<file path="src/rtl/cpu_core_param_if.sv">
// Interface for cpu_core_param: program memory in, architectural state out.
// CPU_SINGLE_STEP_EN adds the step input to both modports.
interface cpu_core_param_if #(
  parameter int DATA_W   = 8,
  parameter int NUM_REGS = 4,
  parameter int RAM_SIZE = 8
);
  logic [RAM_SIZE*32-1:0]      ram;
  logic [NUM_REGS*DATA_W-1:0]  regs;
  logic [7:0]                  flags;
  logic [31:0]                 ir;
  logic [7:0]                  pc;
  logic [1:0]                  state;
  logic [15:0]                 clks;
  logic                        halted;
`ifdef CPU_SINGLE_STEP_EN
  logic                        step;

  modport master (input ram, input step,
                  output regs, output flags, output ir, output pc,
                  output state, output clks, output halted);
  modport slave  (output ram, output step,
                  input regs, input flags, input ir, input pc,
                  input state, input clks, input halted);
`else
  modport master (input ram,
                  output regs, output flags, output ir, output pc,
                  output state, output clks, output halted);
  modport slave  (output ram,
                  input regs, input flags, input ir, input pc,
                  input state, input clks, input halted);
`endif
endinterface

</file>
<file path="src/rtl/cpu_core_param.sv">
// Parametrised 3-cycle (FETCH/DECODE/EXECUTE) CPU with flags, jumps, HLT and PC fault.
// Optional macro CPU_SINGLE_STEP_EN gates FETCH on the step input.
module cpu_core_param #(
  parameter int DATA_W   = 8,
  parameter int NUM_REGS = 4,
  parameter int RAM_SIZE = 8
) (
  input  logic             clk,
  input  logic             reset,
  cpu_core_param_if.master bus
);
  typedef enum logic [1:0] {
    ST_FETCH  = 2'd0,
    ST_DECODE = 2'd1,
    ST_EXEC   = 2'd2,
    ST_HALT   = 2'd3
  } state_t;

  localparam logic [7:0] OP_HLT  = 8'h01;
  localparam logic [7:0] OP_JMPI = 8'h02;
  localparam logic [7:0] OP_JMPR = 8'h03;
  localparam logic [7:0] OP_MOVI = 8'h04;
  localparam logic [7:0] OP_MOVR = 8'h05;
  localparam logic [7:0] OP_ADD  = 8'h06;
  localparam logic [7:0] OP_SUB  = 8'h07;
  localparam logic [7:0] OP_CMP  = 8'h08;
  localparam logic [7:0] OP_JZ   = 8'h09;
  localparam logic [7:0] OP_JC   = 8'h0A;

  state_t              r_state, w_state_next;
  logic [7:0]          r_pc, w_pc_next;
  logic [7:0]          r_flags, w_flags_next;
  logic [31:0]         r_ir, w_ir_next, w_fetch;
  logic [15:0]         r_clks, w_clks_next;
  logic                r_halted;
  logic [DATA_W-1:0]   r_regs [NUM_REGS];

  logic [7:0]          w_op, w_a, w_b, w_jmp_reg;
  logic [DATA_W-1:0]   w_rd_a, w_rd_b, w_imm, w_wr_data;
  logic [DATA_W:0]     w_add, w_sub;
  logic [7:0]          w_add_flags, w_sub_flags;
  logic                w_wr_en, w_pc_oob, w_go;

  assign w_op      = r_ir[23:16];
  assign w_a       = r_ir[15:8];
  assign w_b       = r_ir[7:0];
  assign w_imm     = DATA_W'(w_b);
  assign w_jmp_reg = 8'(w_rd_b);
  assign w_pc_oob  = (9'(r_pc) >= 9'(RAM_SIZE));

`ifdef CPU_SINGLE_STEP_EN
  assign w_go = bus.step;
`else
  assign w_go = 1'b1;
`endif

  // Out-of-range indices fall through the loops and read as zero.
  always_comb begin
    w_rd_a  = '0;
    w_rd_b  = '0;
    for (int i = 0; i < NUM_REGS; i++) begin
      if (w_a == 8'(i)) w_rd_a = r_regs[i];
      if (w_b == 8'(i)) w_rd_b = r_regs[i];
    end
  end

  always_comb begin
    w_fetch = '0;
    for (int i = 0; i < RAM_SIZE; i++) begin
      if (r_pc == 8'(i)) w_fetch = bus.ram[32*i +: 32];
    end
  end

  assign w_add = {1'b0, w_rd_a} + {1'b0, w_rd_b};
  assign w_sub = {1'b0, w_rd_a} - {1'b0, w_rd_b};
  assign w_add_flags = {r_flags[7], 4'b0000, w_add[DATA_W-1], w_add[DATA_W], ~|w_add[DATA_W-1:0]};
  assign w_sub_flags = {r_flags[7], 4'b0000, w_sub[DATA_W-1], w_sub[DATA_W], ~|w_sub[DATA_W-1:0]};

  always_comb begin
    w_state_next = r_state;
    w_pc_next    = r_pc;
    w_ir_next    = r_ir;
    w_flags_next = r_flags;
    w_wr_en      = 1'b0;
    w_wr_data    = w_rd_a;
    w_clks_next  = (r_state != ST_HALT && r_clks != 16'hFFFF) ? r_clks + 16'd1 : r_clks;
    unique case (r_state)
      ST_FETCH: begin
        if (!w_go) begin
          w_clks_next = r_clks;
        end else if (w_pc_oob) begin
          w_flags_next[7] = 1'b1;
          w_state_next    = ST_HALT;
        end else begin
          w_ir_next    = w_fetch;
          w_state_next = ST_DECODE;
        end
      end
      ST_DECODE: begin
        w_pc_next    = r_pc + 8'd1;
        w_state_next = ST_EXEC;
      end
      ST_EXEC: begin
        w_state_next = ST_FETCH;
        case (w_op)
          OP_HLT:  w_state_next = ST_HALT;
          OP_JMPI: w_pc_next = w_b;
          OP_JMPR: w_pc_next = w_jmp_reg;
          OP_MOVI: begin w_wr_en = 1'b1; w_wr_data = w_imm;  end
          OP_MOVR: begin w_wr_en = 1'b1; w_wr_data = w_rd_b; end
          OP_ADD: begin
            w_wr_en      = 1'b1;
            w_wr_data    = w_add[DATA_W-1:0];
            w_flags_next = w_add_flags;
          end
          OP_SUB: begin
            w_wr_en      = 1'b1;
            w_wr_data    = w_sub[DATA_W-1:0];
            w_flags_next = w_sub_flags;
          end
          OP_CMP:  w_flags_next = w_sub_flags;
          OP_JZ:   if (r_flags[0]) w_pc_next = w_b;
          OP_JC:   if (r_flags[1]) w_pc_next = w_b;
          default: ;
        endcase
      end
      default: ;
    endcase
  end

  always_ff @(posedge clk or negedge reset) begin
    if (!reset) begin
      r_state  <= ST_FETCH;
      r_pc     <= '0;
      r_ir     <= '0;
      r_flags  <= '0;
      r_clks   <= '0;
      r_halted <= 1'b0;
    end else begin
      r_state  <= w_state_next;
      r_pc     <= w_pc_next;
      r_ir     <= w_ir_next;
      r_flags  <= w_flags_next;
      r_clks   <= w_clks_next;
      r_halted <= (w_state_next == ST_HALT);
    end
  end

  // Writes to an index >= NUM_REGS match no entry and are dropped.
  always_ff @(posedge clk or negedge reset) begin
    if (!reset) begin
      for (int i = 0; i < NUM_REGS; i++) r_regs[i] <= '0;
    end else begin
      for (int i = 0; i < NUM_REGS; i++) begin
        if (w_wr_en && w_a == 8'(i)) r_regs[i] <= w_wr_data;
      end
    end
  end

  genvar gi;
  generate
    for (gi = 0; gi < NUM_REGS; gi++) begin : g_regs_out
      assign bus.regs[gi*DATA_W +: DATA_W] = r_regs[gi];
    end
  endgenerate

  assign bus.flags  = r_flags;
  assign bus.ir     = r_ir;
  assign bus.pc     = r_pc;
  assign bus.state  = r_state;
  assign bus.clks   = r_clks;
  assign bus.halted = r_halted;
endmodule

</file>
<file path="src/flat_wrapper.sv">
// flat-port wrapper written by rule: the top's interface ports become plain ports
module cpu_core_param_flat 
#(
  parameter int DATA_W   = 8,
  parameter int NUM_REGS = 4,
  parameter int RAM_SIZE = 8
)
  (clk, reset, bus_ram, bus_regs, bus_flags, bus_ir, bus_pc, bus_state, bus_clks, bus_halted);
  cpu_core_param_if #(.DATA_W(DATA_W), .NUM_REGS(NUM_REGS), .RAM_SIZE(RAM_SIZE)) bus_i ();
  input  logic clk;
  input  logic reset;
  input wire logic [$bits(bus_i.ram)-1:0] bus_ram;
  output wire logic [$bits(bus_i.regs)-1:0] bus_regs;
  output wire logic [$bits(bus_i.flags)-1:0] bus_flags;
  output wire logic [$bits(bus_i.ir)-1:0] bus_ir;
  output wire logic [$bits(bus_i.pc)-1:0] bus_pc;
  output wire logic [$bits(bus_i.state)-1:0] bus_state;
  output wire logic [$bits(bus_i.clks)-1:0] bus_clks;
  output wire logic [$bits(bus_i.halted)-1:0] bus_halted;
  assign bus_i.ram = bus_ram;
  assign bus_regs = bus_i.regs;
  assign bus_flags = bus_i.flags;
  assign bus_ir = bus_i.ir;
  assign bus_pc = bus_i.pc;
  assign bus_state = bus_i.state;
  assign bus_clks = bus_i.clks;
  assign bus_halted = bus_i.halted;
  cpu_core_param #(.DATA_W(DATA_W), .NUM_REGS(NUM_REGS), .RAM_SIZE(RAM_SIZE)) u_core (.clk(clk), .reset(reset), .bus(bus_i));
endmodule
</file>
<file path="config.mk">
export PLATFORM = sky130hd
export DESIGN_NAME = cpu_core_param_flat
export DESIGN_NICKNAME = d
export VERILOG_FILES = /design/src/rtl/cpu_core_param_if.sv /design/src/rtl/cpu_core_param.sv /design/src/flat_wrapper.sv
export SDC_FILE = /design/constraint.sdc
export NUM_CORES = 1
export LEC_CHECK = 0
export CAP_MARGIN = 20
export CORE_ASPECT_RATIO = 1.2
export CORE_MARGIN = 3
export CORE_UTILIZATION = 40
export DETAILED_ROUTE_END_ITERATION = 10
export PLACE_DENSITY = 0.79
export SLEW_MARGIN = 20
export SYNTH_ARGS = -nofsm -noshare
export SYNTH_HDL_FRONTEND = slang
export SYNTH_SLANG_ARGS = --single-unit
</file>
<file path="constraint.sdc">
create_clock -name clk -period 7.25 [get_ports clk]
set_clock_uncertainty 0.15 [all_clocks]
set_input_delay 0.725 -clock clk [delete_from_list [all_inputs] [get_ports clk]]
set_output_delay 0.725 -clock clk [all_outputs]
set_load 0.02 [all_outputs]
</file>
-- Word-level counts from Yosys, hierarchy flattened
Cells that the tools add are included.
- word-level logic and storage cells: 100
- output and inout bits: 99
- register bits: 99
- input bits: 258
- $lt $le $gt $ge: 1
- bitwise logic cells: 2
- eq/ne operators: 31
- reduce and logical (&&, ||, !) cells: 21
- add/sub/neg operators: 4
- mux-type cells: 30
- operator list (operator ; count):
    two-way mux 32 bit ; 8
    two-way mux 8 bit ; 11
    equality test 8 x 2 -> 1 bit (second input constant) ; 8
    equality test 8 x 3 -> 1 bit (second input constant) ; 8
    one-hot mux 8 bit (4 select lines) ; 2
    equality test 8 x 1 -> 1 bit (second input constant) ; 4
    equality test 8 x 4 -> 1 bit (second input constant) ; 3
    logical NOT 8 bit ; 3
    adder 16 x 1 -> 16 bit (second input constant) ; 1
    != test 16 bit (second input constant) ; 1
    one-hot mux 8 bit (2 select lines) ; 1
    OR reduction 8 bit ; 2
    one-hot mux 7 bit (2 select lines) ; 1
    adder 8 x 8 -> 9 bit ; 1
    subtractor 8 x 8 -> 9 bit ; 1
    adder 8 x 1 -> 8 bit (second input constant) ; 1
    greater-or-equal comparator 8 x 4 -> 1 bit (second input constant) ; 1
    != test 3 x 2 -> 1 bit (second input constant) ; 2
    one-hot mux 2 bit (3 select lines) ; 1
    logical AND 1 bit ; 5
    != test 5 bit (second input constant) ; 1
    equality test 2 bit (second input constant) ; 2
    two-way mux 2 bit ; 2
    AND reduction 2 bit ; 2
    12 further kinds ; 17

-- Depth between registers and ports, before layout
Gate-level depths: netlist of run 1.
- depth in word-level cells: 9
- mapped depth: 15
- gate-level depth less buffers: 14

-- Least setup slack after synthesis of run 1
OpenSTA, ideal clock, no wires.
- path kind: reg-to-reg
- from: reg u_core.r_ir[13], in the netlist u_core.bus.ir[13]
- to: reg u_core.r_regs (netlist bit u_core.bus.regs[7])
- arrival time: 3.642 ns
- path buffers: 1
- setup slack: 3.362 ns
- required time: 7.004 ns
- setup time: 0.096 ns
- cell stages (with the launch flop): 15
- clock period less this slack: 3.888 ns
- cell sequence: dfrtp_1 nor4_4 nand2_1 nor3b_1 a22oi_1 nand2_1 ha_1 clkbuf_1 or3_1 a31oi_1 a221oi_1 o31ai_1 mux2i_1 xor2_1 o31ai_1
- word-level cells in the longest chain between the ends: 8
- elaborated cells between the ends (all ways): 13
- classes of those cells: add/sub: 2; eq/ne: 3; mux: 6; reduce/logical: 2
- ends and longest elaborated chain (item ; RTL line ; RTL):
    start: declaration ; cpu_core_param.sv:33 ; logic [31:0] r_ir, w_ir_next, w_fetch;
    start signal: assignment ; cpu_core_param.sv:142 ; r_ir <= w_ir_next;
    logical NOT 8 bit ; cpu_core_param.sv:62, cpu_core_param.sv:155 ;
    two-way mux 8 bit (4 in series) ; cpu_core_param.sv:62 ; if (w_a == 8'(i)) w_rd_a = r_regs[i];
    subtractor 8 x 8 -> 9 bit or adder 8 x 8 -> 9 bit (tied branches) ; cpu_core_param.sv:75, cpu_core_param.sv:74 ;
    one-hot mux 8 bit (4 select lines) ; cpu_core_param.sv:105 ; case (w_op)
    two-way mux 8 bit ; cpu_core_param.sv:87 ; unique case (r_state)
    end signal: indexed assignment ; cpu_core_param.sv:155 ; if (w_wr_en && w_a == 8'(i)) r_regs[i] <= w_wr_data;
    end: declaration ; cpu_core_param.sv:36 ; logic [DATA_W-1:0] r_regs [NUM_REGS];
Several ways; a longest one is shown, not always the timed one.
A chain may end at the register's enable or synchronous reset.

-- Worst setup path in the final report of run 1
Ends and elaborated chain as after synthesis.

==> impl_metrics.json, run 1 <==
{
  "postRouteWirelength_um": 34020,
  "synth_top_cell_by_area": "dfrtp_1",
  "r2r_setup_slack_ns": 2.79,
  "setup_tns_ns": 0,
  "htree_num_levels": 3,
  "grt_use_total": 0.3223,
  "yosysMostFrequentCell": "nand2_1",
  "clockBufferDepth": 2,
  "p_per_area_nw_per_um2": 317.3,
  "dp_hpwl_um": 26860,
  "cts-root-buf": "clkbuf_16",
  "finalSetupViolations": 0,
  "place_ws_ns": 2.856,
  "firstDrtPassIters": 9,
  "ctsResizeCount": 0,
  "cp_slowest_stage_delay_ns": 0.69,
  "syn_area_sq_um": 7480,
  "fin_cells": 1430,
  "path_buf_inv": 0,
  "yosys.area.top_type_share": 0.3178,
  "place_inst": 1408,
  "maxCapViolations": 0,
  "area_growth_pct": 52.54,
  "grt_pass1_vias": 8489,
  "avgRoutedWirePerCell_um": 23.79,
  "yosysSeqAreaShare": 0.3178,
  "nFillCells": 1667,
  "drv_slew": 0,
  "clock_sinks": 95,
  "crit_chain": "nor4_4 -> nand2_1 -> nor3b_1 -> a22oi_1 -> nand2_1 -> ha_1 -> or3_1 -> a31oi_1 -> a221oi_1 -> o31ai_1 -> mux2i_1 -> xor2_1 -> o31ai_1",
  "clkTransAtPathRegs_ns": 0.07,
  "portBuffers": 352,
  "ant_nets": 0,
  "post-route-period-util": 0.6151,
  "ir_drop_uv": 156.8,
  "cts_setup_buffers": 0,
  "max_freq_ghz": 0.2242,
  "critPathKind": "flop to flop",
  "grt_pass1_wl_um": 50110,
  "finalHoldViolCount": 0,
  "start_util": 0.4100,
  "syn_area_per_cell_sq_um": 8.414,
  "drt_iter0_drc": 839,
  "relSlewSlack": 0.2875,
  "die_w_um": 130.8,
  "status": "complete, no violations",
  "min_period_ns": 4.460,
  "cts_tree": "done",
  "crit_slowest_cell": "nor3b_1",
  "critPathTopFamily": "simple AND/OR/NAND/NOR gates",
  "worst_pin_slew_ns": 1.065,
  "synth-edff-count": 0,
  "synthTopCellsByArea": "dfrtp_1, nand2_1, a21oi_1, ha_1, o21ai_0",
  "cts_hold_buf": 0,
  "fin_ws_ns": 2.790,
  "cp.arrival_ns": 4.56,
  "layout-drive-gt1-share": 0.04921,
  "yosysWarnings": 0,
  "globalplace.congestion": 0.9629,
  "worstPathRequired_ns": 7.35,
  "cts_buffers": 9,
  "synth_commonest_cells": "nand2_1, dfrtp_1, a21oi_1",
  "vias_per_cell": 6.073,
  "rows": 54,
  "crit_fanout": 9,
  "num_vias": 8685,
  "final_nets": 1482,
  "die_area_sq_um": 20380,
  "ys_seq_elements": 95,
  "grt_max_degree": 61,
  "die_h_um": 155.8,
  "syn_inst": 889,
  "pin_count": 357,
  "clk_latency_ns": 0.35,
  "cp-end-kind": "flop",
  "rsz0062_at_grt": "false",
  "coreArea_sq_um": 18240,
  "worstHoldPathType": "input pin to asynchronous set/reset pin",
  "synth-async-reset-ratio": 1.000,
  "critPathLaunchType": "flop",
  "p_leak_uw": 0.004776,
  "yosysUniqueCellTypes": 75,
  "grt_overflow_total": 0,
  "antenna_found_initial": 5,
  "ys.flop_type": "dfrtp_1",
  "drc_errors": 0
}
==> area by class of cell <==
class / count / area (sq um) / area share
clock buffer: 9 / 225.2 / 0.01974
sequential: 95 / 2377 / 0.2084
inverter: 26 / 98.84 / 0.008663
clock inverter: 6 / 92.59 / 0.008115
multi-input combinational: 703 / 4737 / 0.4152
tap: 224 / 280.3 / 0.02456
timing repair buffer: 360 / 3581 / 0.3138
antenna: 7 / 17.52 / 0.001535
==> routing by layer <==
layer / up-vias / wire length [um] / GRT usage / share of wire
met4: 0 / 1039 / 0.1186 / 0.031
met3: 59 / 2639 / 0.04418 / 0.078
met1: 4199 / 13570 / 0.4252 / 0.40
met5: - / 0 / 0 / 0
met2: 463 / 16770 / 0.5364 / 0.49
li1: 3964 / - / - / -
==> cell families after synthesis <==
kind of cell	count (synthesis)	synth area share
buffers and inverters	94	0.05169
AND/OR/NAND/NOR	292	0.1920
AO/OA/AOI/OAI	314	0.2891
flip-flops	95	0.3178
XOR/XNOR	28	0.03279
adder cells (fa/ha/maj)	29	0.05052
multiplexers	36	0.06557
other	1	0.0005014
==> metrics by stage <==
step / hold WS (ns) / util / instance area [sq um] / total power, uW
2_1_floorplan: 0.2794 / - / 7491 / 2176
3_3_place_gp: 0.3032 / 0.6067 / 11070 / 3037
3_5_place_dp: 0.2989 / 0.6067 / 11070 / 3062
4_1_cts: 0.2284 / 0.6241 / 11380 / 3601
5_1_grt: 0.2556 / 0.6252 / 11400 / 3847
6_report: 0.2087 / 0.6254 / 11410 / 3621
==> placed cells by master, fill, tap and decap left out, types with 25 or more instances in the layout <==
| cell type | netlist | layout |
|---|---|---|
| nand2_1 | 132 | 130 |
| clkdlybuf4s50_1 | 0 | 351 |
| dfrtp_1 | 95 | 95 |
| a21oi_1 | 70 | 70 |
| o21ai_0 | 60 | 60 |
| ha_1 | 27 | 27 |
| a221oi_1 | 33 | 33 |
| nor2_1 | 46 | 46 |
| a22oi_1 | 34 | 34 |
| inv_1 | 25 | 25 |
| o211ai_1 | 31 | 31 |
| o221ai_1 | 30 | 30 |
==> state kept, by name, summed over array words and instances (netlist names) <==
| register | cells |
|---|---|
| u_core.bus.state | 2 |
| u_core.bus.flags | 4 |
| u_core.bus.ir | 32 |
| u_core.bus.regs | 32 |
| u_core.bus.halted | 1 |
| u_core.bus.clks | 16 |
| u_core.bus.pc | 8 |
==> where the power goes <==
group / switching [uW] / internal [uW] / total [uW]
Clock: 223 / 303 / 526
Sequential: 268 / 692 / 960
Combinational: 1200 / 934 / 2130
Total: 1690 / 1930 / 3620
==> worst paths after layout <==
| path | startpoint | endpoint | cells after the start |
|---|---|---|---|
| worst max-delay path | u_core.bus.ir[13] | u_core.bus.regs[7] | 13 |
| min in group clk | u_core.bus.flags[7] | u_core.bus.flags[7] | 1 |
| worst min register to register | u_core.bus.flags[7] | u_core.bus.flags[7] | 1 |
| max in group asynchronous | reset | u_core.bus.clks[14] | 2 |
| worst min-delay path | reset | u_core.bus.regs[24] | 1 |
| worst max register to register | u_core.bus.ir[13] | u_core.bus.regs[7] | 13 |
==> worst register-to-register path, cell delays in order (launching register included) <==
cell	delay (ns)
dfrtp_1	0.42
nor4_4	0.45
nand2_1	0.18
nor3b_1	0.69
a22oi_1	0.19
nand2_1	0.15
ha_1	0.37
or3_1	0.42
a31oi_1	0.19
a221oi_1	0.15
o31ai_1	0.34
mux2i_1	0.16
xor2_1	0.21
o31ai_1	0.28
No activity file was read; power rests on OpenSTA's default activity.
==> inputs of run 2 (changes only) <==
==> constraint.sdc (replaced) <==
create_clock -name clk -period 4.37 [get_ports clk]
set_clock_uncertainty 0.15 [all_clocks]
set_input_delay 0.437 -clock clk [delete_from_list [all_inputs] [get_ports clk]]
set_output_delay 0.437 -clock clk [all_outputs]
set_load 0.02 [all_outputs]
==> run 2 against run 1 <==
Effect of this change:
- sequential power rose by 65%
- die area did not move
- sequential share of layout area fell by 0.12 points
- sequential cell count did not move
- critical path depth did not move
- count of clock-buffer cells in the layout rose by 1
- clock power rose by 56%
- critical endpoint is now u_core.bus.regs[23]
- critical path type unchanged
- global-route usage rose by 0.11 points
- non-clock buffer count rose by 12
- power rose by 66%
- fmax rose by 11%
==> impl_metrics.json, run 2 (synthesis results as in run 1) <==
{
  "cts-root-buf": "clkbuf_16",
  "use_met2": 0.5386,
  "drc_errors": 0,
  "area_growth_pct": 53.41,
  "cp-end-kind": "flop",
  "finalSetupViolations": 0,
  "nFillCells": 1629,
  "multi_input_area_sq_um": 4732,
  "ir_drop_uv": 283.2,
  "p_switching_uw": 2810,
  "die_h_um": 155.8,
  "cts_tree": "done",
  "rr_worst_depth": 13,
  "clk_latency_ns": 0.36,
  "crit_slowest_cell": "nor4_4",
  "relSlewSlack": 0.3295,
  "clock_power_share": 0.137,
  "critPathLaunchType": "flop",
  "pwr-share-comb": 0.601,
  "r2r_setup_slack_ns": 0.35,
  "status": "complete, no violations",
  "final_nets": 1494,
  "final_cell_mix": "clkdlybuf4s50_1, nand2_1, dfrtp_1, a21oi_1, o21ai_0",
  "cts_hold_buf": 0,
  "min_period_ns": 4.022,
  "num_vias": 8615,
  "postRouteWirelength_um": 34020,
  "clock_sinks": 95,
  "setup_tns_ns": 0,
  "firstDrtPassIters": 7,
  "cts_setup_buffers": 0,
  "critPathMostFrequentCell": "o31ai_1",
  "grt_overflow_total": 0,
  "finalHoldViolCount": 0,
  "pin_count": 357,
  "max_freq_ghz": 0.2486,
  "avgRoutedWirePerCell_um": 23.66,
  "grt_pass1_vias": 8317,
  "worstPathRequired_ns": 4.48,
  "holdWs_ns": 0.008529,
  "timing.rr.start": "u_core.bus.ir[13]",
  "grt_max_degree": 61,
  "dp_hpwl_um": 27260,
  "portBuffers": 352,
  "finalPower_uw": 6008,
  "coreArea_sq_um": 18240,
  "internal_power_uw": 3198,
  "ctsResizeCount": 0,
  "post-route-period-util": 0.9204,
  "p_leak_uw": 0.004836,
  "layout-drive-gt1-share": 0.05693,
  "antenna_found_initial": 3,
  "die_area_sq_um": 20380,
  "top_usage_layer": "met2",
  "timing.rr.end": "u_core.bus.regs[23]",
  "rsz0062_at_grt": "false",
  "start_util": 0.4100,
  "clockBufferDepth": 2,
  "seq_area_sq_um": 2377,
  "use_met3": 0.06336,
  "grt_use_total": 0.3234,
  "worstHoldPathType": "input pin to asynchronous set/reset pin",
  "pwr-share-seq": 0.262,
  "rows": 54,
  "ant_nets": 0,
  "htree_num_levels": 3,
  "crit_chain": "nor4_4 -> and2_1 -> and3_1 -> a22oi_1 -> nand2_1 -> ha_1 -> or3_1 -> a31oi_1 -> a221oi_1 -> o31ai_1 -> mux2i_1 -> xor2_1 -> o31ai_1",
  "die_w_um": 130.8,
  "globalplace.congestion": 0.9518,
  "drt_iter0_drc": 861,
  "cts_buffers": 9,
  "drv_slew": 0,
  "layout_commonest_cell": "clkdlybuf4s50_1",
  "p_sw_frac": 0.4677,
  "grt_pass1_wl_um": 49830,
  "maxCapViolations": 0,
  "critPathKind": "flop to flop",
  "worst_pin_slew_ns": 1.006,
  "cp.arrival_ns": 4.13,
  "clkTransAtPathRegs_ns": 0.07,
  "crit_fanout": 9,
  "cp_slowest_stage_delay_ns": 0.47,
  "p_per_area_nw_per_um2": 523.6,
  "use_met1": 0.4238,
  "vias_per_cell": 5.991
}
run 2: worst max-delay path: cells and delay by family, from the launching register on:
family                   cells  cell delay, ns
XOR/XNOR                     1            0.20
AND/OR/NAND/NOR              5            1.57
adder cells (fa/ha/maj)      1            0.36
AO/OA/AOI/OAI                5            1.06
multiplexers                 1            0.14
flip-flops                   1            0.42
run 2: per-layer routing:
metal | wire, um | up-vias
met5 | 7 | -
met4 | 967 | 2
met3 | 2721 | 58
met2 | 16860 | 437
met1 | 13460 | 4129
li1 | - | 3989
run 2: layout make-up:
| type | count | share of cell area |
|---|---|---|
| timing repair buffer | 372 | 0.3210 |
| antenna | 2 | 0.0004362 |
| multi-input combinational | 703 | 0.4124 |
| clock buffer | 10 | 0.01995 |
| inverter | 26 | 0.008614 |
| sequential | 95 | 0.2072 |
| clock inverter | 6 | 0.005997 |
| tap | 224 | 0.02442 |
run 2: worst max path at each step:
stage / start / end / slack, ns / cells past startpoint
after global placement: u_core.bus.ir[13] / u_core.bus.regs[7] / 0.51 / 13
after detailed placement: u_core.bus.ir[13] / u_core.bus.regs[31] / 0.40 / 13
after CTS: u_core.bus.ir[13] / u_core.bus.regs[23] / 0.39 / 13
final: u_core.bus.ir[13] / u_core.bus.regs[23] / 0.35 / 13
after global routing: u_core.bus.ir[13] / u_core.bus.regs[7] / 0.02 / 13
after floorplan: u_core.bus.ir[13] / u_core.bus.regs[7] / 0.48 / 14
run 2: power by group through the flow:
stage / clock network [uW] / registers, uW / logic [uW]
final: 821 / 1580 / 3610
after global routing: 866 / 1610 / 3900
after CTS: 829 / 1570 / 3580
after detailed placement: 0 / 1580 / 3560
after global placement: 0 / 1570 / 3540
after floorplan: 0 / 1720 / 1890
run 2: stage by stage:
stage	util	cell area [sq um]	setup WS (ns)	cells
final	0.6290	11470	0.3479	1438
after global routing	0.6290	11470	0.01699	1438
after CTS	0.6275	11450	0.3905	1435
after detailed placement	0.6112	11150	0.4011	1419
after global placement	0.6112	11150	0.5083	1419
after floorplan	-	7491	0.4816	892
